File: src/rtl/fetch_redirect_unit_pkg.sv
// Shared definitions for the fetch/redirect stage.
// State codes, instruction geometry and immediate field slice.
package fetch_redirect_unit_pkg;

  localparam int unsigned STATE_W = 2;

  typedef enum logic [STATE_W-1:0] {
    S_IDLE  = 2'd0,
    S_REQ   = 2'd1,
    S_WAIT  = 2'd2,
    S_VALID = 2'd3
  } state_e;

  localparam logic [STATE_W-1:0] ST_IDLE  = 2'd0;
  localparam logic [STATE_W-1:0] ST_REQ   = 2'd1;
  localparam logic [STATE_W-1:0] ST_WAIT  = 2'd2;
  localparam logic [STATE_W-1:0] ST_VALID = 2'd3;

  localparam int unsigned INST_BYTES   = 2;
  localparam logic [15:0] RESET_PC_DEF = 16'h0000;

  localparam int unsigned IMM_LSB   = 0;
  localparam int unsigned IMM_W_DEF = 8;

endpackage

File: src/rtl/fetch_redirect_unit_adder.sv
// Branch target: br_pc + one instruction + offset scaled to bytes.
// Pure combinational so execute can share the same block.
module branch_target_adder
  import fetch_redirect_unit_pkg::*;
#(
  parameter int unsigned W = 16
) (
  input  logic [W-1:0] br_pc_i,
  input  logic [W-1:0] br_offset_i,
  output logic [W-1:0] target_o
);

  logic [W-1:0] off_bytes;

  // Offset counts instructions; the top bit is lost in the
  // shift, which is the intended mod-2^W behaviour.
  assign off_bytes = {br_offset_i[W-2:0], 1'b0};
  assign target_o  = br_pc_i + W'(INST_BYTES) + off_bytes;

endmodule

File: src/rtl/fetch_redirect_unit.sv
// PC generation and single-outstanding instruction fetch
// with execute-driven redirect and in-flight squash.
module fetch_redirect_unit
  import fetch_redirect_unit_pkg::*;
#(
  parameter int unsigned        DATA_W   = 16,
  parameter logic [DATA_W-1:0]  RESET_PC = RESET_PC_DEF,
  parameter int unsigned        IMM_W    = IMM_W_DEF
) (
  input  logic              clk,
  input  logic              rst_n,
  input  logic              halt,
  output logic              imem_req,
  output logic [DATA_W-1:0] imem_addr,
  input  logic              imem_gnt,
  input  logic              imem_rvalid,
  input  logic [DATA_W-1:0] imem_rdata,
  output logic              inst_valid,
  output logic [DATA_W-1:0] inst,
  output logic [DATA_W-1:0] inst_pc,
  output logic [IMM_W-1:0]  imm8,
  input  logic              inst_ready,
  input  logic              br_valid,
  input  logic [DATA_W-1:0] br_pc,
  input  logic [DATA_W-1:0] br_offset,
  output logic [DATA_W-1:0] pc
);

  logic [STATE_W-1:0] state_q, state_d;
  logic [DATA_W-1:0]  pc_q, pc_d;
  logic [DATA_W-1:0]  addr_q, addr_d;
  logic [DATA_W-1:0]  inst_q, inst_d;
  logic [DATA_W-1:0]  ipc_q, ipc_d;
  logic [IMM_W-1:0]   imm_q, imm_d;
  logic               valid_q, valid_d;
  logic               drop_q, drop_d;

  logic [DATA_W-1:0]  br_target;
  logic [DATA_W-1:0]  pc_seq;

  branch_target_adder #(
    .W (DATA_W)
  ) u_bta (
    .br_pc_i     (br_pc),
    .br_offset_i (br_offset),
    .target_o    (br_target)
  );

  assign pc_seq = pc_q + DATA_W'(INST_BYTES);

  always_comb begin
    state_d = state_q;
    pc_d    = pc_q;
    addr_d  = addr_q;
    inst_d  = inst_q;
    ipc_d   = ipc_q;
    imm_d   = imm_q;
    valid_d = valid_q;
    drop_d  = drop_q;
    unique case (state_q)
      ST_IDLE: begin
        if (br_valid) pc_d = br_target;
        if (!halt) state_d = ST_REQ;
      end
      ST_REQ: begin
        if (imem_gnt) begin
          addr_d  = pc_q;
          pc_d    = pc_seq;
          state_d = ST_WAIT;
          drop_d  = br_valid;
        end
        if (br_valid) pc_d = br_target;
      end
      ST_WAIT: begin
        if (br_valid) pc_d = br_target;
        if (imem_rvalid) begin
          drop_d = 1'b0;
          // Same-cycle redirect discards the word directly.
          if (drop_q || br_valid) begin
            state_d = ST_REQ;
          end else begin
            inst_d  = imem_rdata;
            ipc_d   = addr_q;
            imm_d   = imem_rdata[IMM_LSB +: IMM_W];
            valid_d = 1'b1;
            state_d = ST_VALID;
          end
        end else if (br_valid) begin
          drop_d = 1'b1;
        end
      end
      ST_VALID: begin
        if (br_valid) pc_d = br_target;
        if (br_valid || inst_ready) begin
          valid_d = 1'b0;
          state_d = halt ? ST_IDLE : ST_REQ;
        end
      end
      default: state_d = ST_IDLE;
    endcase
  end

  always_ff @(posedge clk) begin
    if (!rst_n) begin
      state_q <= ST_IDLE;
      pc_q    <= RESET_PC;
      addr_q  <= '0;
      inst_q  <= '0;
      ipc_q   <= '0;
      imm_q   <= '0;
      valid_q <= 1'b0;
      drop_q  <= 1'b0;
    end else begin
      state_q <= state_d;
      pc_q    <= pc_d;
      addr_q  <= addr_d;
      inst_q  <= inst_d;
      ipc_q   <= ipc_d;
      imm_q   <= imm_d;
      valid_q <= valid_d;
      drop_q  <= drop_d;
    end
  end

  assign imem_req   = (state_q == ST_REQ);
  assign imem_addr  = imem_req ? pc_q : '0;
  assign inst_valid = valid_q;
  assign inst       = inst_q;
  assign inst_pc    = ipc_q;
  assign imm8       = imm_q;
  assign pc         = pc_q;

endmodule

File: config.mk
export PLATFORM = sky130hd
export DESIGN_NAME = fetch_redirect_unit
export DESIGN_NICKNAME = d
export VERILOG_FILES = /design/src/rtl/fetch_redirect_unit_pkg.sv /design/src/rtl/fetch_redirect_unit_adder.sv /design/src/rtl/fetch_redirect_unit.sv
export SDC_FILE = /design/constraint.sdc
export NUM_CORES = 1
export LEC_CHECK = 0
export BUFFER_PORTS_ARGS = -buffer_cell sky130_fd_sc_hd__buf_2
export CAP_MARGIN = 20
export CORE_ASPECT_RATIO = 0.8
export CORE_MARGIN = 10
export CORE_UTILIZATION = 24
export DETAILED_ROUTE_END_ITERATION = 6
export PLACE_DENSITY = 0.53
export SLEW_MARGIN = 20
export SYNTH_ARGS = -nofsm -noshare
export SYNTH_HDL_FRONTEND = slang
export SYNTH_SLANG_ARGS = --single-unit
File: constraint.sdc
create_clock -name clk -period 2.3 [get_ports clk]
set_input_delay 0.115 -clock clk [delete_from_list [all_inputs] [get_ports clk]]
set_output_delay 0.115 -clock clk [all_outputs]
set_load 0.1 [all_outputs]
==> flow_summary.ini <==
[outcome]
status = complete, no violations

[pwr]
swShare_pct = 37.1
p_int_mw = 2.26
powerDensity_nw_per_um2 = 716
pwr-share-seq_pct = 36.8
clkPwrFrac_pct = 33.1
p_total_mw = 3.60
p_switching_mw = 1.34
irDropWorstVdd_uv = 330
p_leak_nw = 2.22
p_comb_share_pct = 30.1

[placement]
dp_hpwl_um = 9820
gp_congestion = 0.808
place_ws_ns = -0.217
port_buffers = 127

[timing]
worstMarginPinSlew_ns = 0.520
post-route-min-period_ns = 2.21
setup_viol = 0
slew_viol_final = 0
finalCritPeriodShare_pct = 96.3
finalHoldViolCount = 0
hold_ws_ns = 0.0216
max_slew_margin_pct = 65.6
fmax_mhz = 452
skew_ns = 0.00495
setup_ws_ns = 0.0862
grt_setup_unrepaired = false

[setup_path]
path_class = in -> reg
required_ns = 2.52
slowest_stage = fa_1
startpoint_type = input pin
worstPathCellList = buf_2 -> ha_1 -> ha_1 -> fa_1 -> a211oi_2 -> o21ai_1 -> a2111oi_2 -> nor4_1 -> a2111oi_2
crit-reg2reg-launch = pc[8]$_SDFFE_PN0P_
crit_fanout = 3
slowest_delay_ns = 0.42
worstPathArrival_ns = 2.44
reg2reg_depth = 5
r2r-end = pc[13]$_SDFFE_PN0P_
crit_path_end_kind = register
reg2reg_slack_ns = 0.38

[cts]
htree_levels = 3
clk_path_buf_depth = 2
cts_sinks = 68
cts_tree = done
cts_buffers = 9
root_buffer = clkbuf_16
path_clk_slew_ns = 0.05
cts.repair.resized = 0
clk_latency_ns = 0.33
cts_hold_buf = 0
post_cts_buffers = 0

[routing]
wire_per_inst_um = 14.9
route.detailed.vias_per_inst = 4.66
wl_um = 12500
drt_iter0_drc = 183
dr_total_vias = 3895
drc = 0
drtAntennaViolNets = 0
drt-pass1-iter-count = 4

[yosys]
synth_cell_types = 61
synth_edf_count = 0
seq_area_frac_synth_pct = 35.4
synth-main-ff-cell = dfxtp_1
syn_inst = 492
syn_nets = 576
avgSynthCellArea_um2 = 7.82
async_flop_share_pct = 0
synth_seq_cells = 68
yosys_warnings = 0
syn-cell-area_um2 = 3850

[flow_run]
cap_violations = 0

[floorplanning]
die_area_um2 = 21500
chipWidth_um = 162
io_pins = 129
die_h_um = 133
std_cell_rows = 41
start_util_pct = 24.4
coreArea_um2 = 15700

[final_layout]
multi_input_area_um2 = 2290
seqCellArea_um2 = 1370
final_nets = 700
final_cell_mix = buf_2, nand2_1, a21oi_1
area_growth_pct = 30.6
drive_gt1_share_pct = 29.5
final_core_util_pct = 31.9
n_antenna_cell = 0
n_fill_cell = 1744
layout_commonest_cell = buf_2

[grt]
grt_pass1_wl_um = 20100
antenna_found_initial = 0
grt_remaining_overflow = 0
grt_pass1_vias = 3868
grt_use_total_pct = 11.3
grt_max_degree = 53

[hold_path]
min_path_type = in -> reg
whs_endpoint = pc[0]$_SDFFE_PN0P_
hp-start = br_pc[0]
worstHoldPathCells = 3
==> metal layers <==
metal	GRT usage, %	wire length (um)	vias to the layer above
met5	0	0	-
met4	1.97	76	0
met3	3.76	843	8
met2	17.5	5500	110
met1	15.0	6040	1813
li1	-	-	1964
==> cells by family (layout without fill, tap and decap cells) <==
kind of cell               count (synthesis)  in the layout  share of synthesized area (%)
xor gates and xnor gates                  14             14                           3.58
DFF                                       68             68                           35.4
AOI/OAI and AO/OA                        129            129                           20.4
adders and majority gates                 29             29                           9.62
and+or+nand+nor                          201            201                           24.5
muxes                                      4              4                           1.04
buffers and inverters                     47            175                           5.49
==> stage by stage <==
stage               instances  TNS (ns)  instance area, um2
CTS                       835         0                5030
global route              835         0                5030
finish                    835         0                5030
detailed placement        820    -0.560                4770
global placement          820    -0.470                4770
floorplan                 492         0                3870
==> power by group through the flow <==
stage	Combinational [mW]	Sequential, mW	Clock [mW]
floorplan	0.556	1.58	0
global placement	1.08	1.35	0
detailed placement	1.09	1.35	0
CTS	1.09	1.32	1.24
global route	1.17	1.34	1.29
finish	1.08	1.32	1.19
==> critical path: cells and delay by family <==
family	cells	cell delay (ns)
buffers and inverters	1	0.10
AND/OR/NAND/NOR	1	0.13
AO/OA/AOI/OAI	4	1.16
adder cells (fa/ha/maj)	3	0.92
==> sequential cells by signal (all words and copies together), names as in the netlist <==
signal and flops:
addr_q 16, inst 16, inst_pc 16, pc 16, state_q 2, drop_q 1
inst_valid 1
==> synth_stat cells (6+ instances only) <==
master    instances  area, um2
and2_1           19        119
nand4_1           6       37.5
xor2_1            6       52.6
nor4_1            6       37.5
xnor2_1           7       61.3
buf_4             8       60.1
nor2_1           21       78.8
nand2_1         117        439
ha_1             28        350
dfxtp_1          68       1360
a21oi_1          71        355
nor3_1            8       40.0
clkbuf_1         20       75.1
a211oi_1          8       60.1
o21ai_0          18       90.1
inv_1            11       41.3
==> worst max-delay path by stage <==
stage / from / endpoint / slack [ns] / depth (start not counted)
after detailed placement: br_pc[2] / pc[14]$_SDFFE_PN0P_ / -0.22 / 9
after floorplan: pc[5]$_SDFFE_PN0P_ / pc[14]$_SDFFE_PN0P_ / 0.01 / 5
final: br_pc[2] / pc[14]$_SDFFE_PN0P_ / 0.09 / 9
after global placement: br_pc[2] / pc[14]$_SDFFE_PN0P_ / -0.18 / 9
after global routing: br_pc[2] / pc[14]$_SDFFE_PN0P_ / 0.005 / 9
after CTS: br_pc[2] / pc[14]$_SDFFE_PN0P_ / 0.12 / 9
==> layout make-up <==
type | instances | area share (%)
Timing Repair Buffer | 147 | 15.9
Sequential cell | 68 | 27.3
Inverter | 13 | 0.971
Clock buffer | 12 | 4.71
Multi-Input combinational cell | 377 | 45.5
Clock inverter | 3 | 0.299
Tap cell | 215 | 5.35
Power figures use the tool's default switching activity.
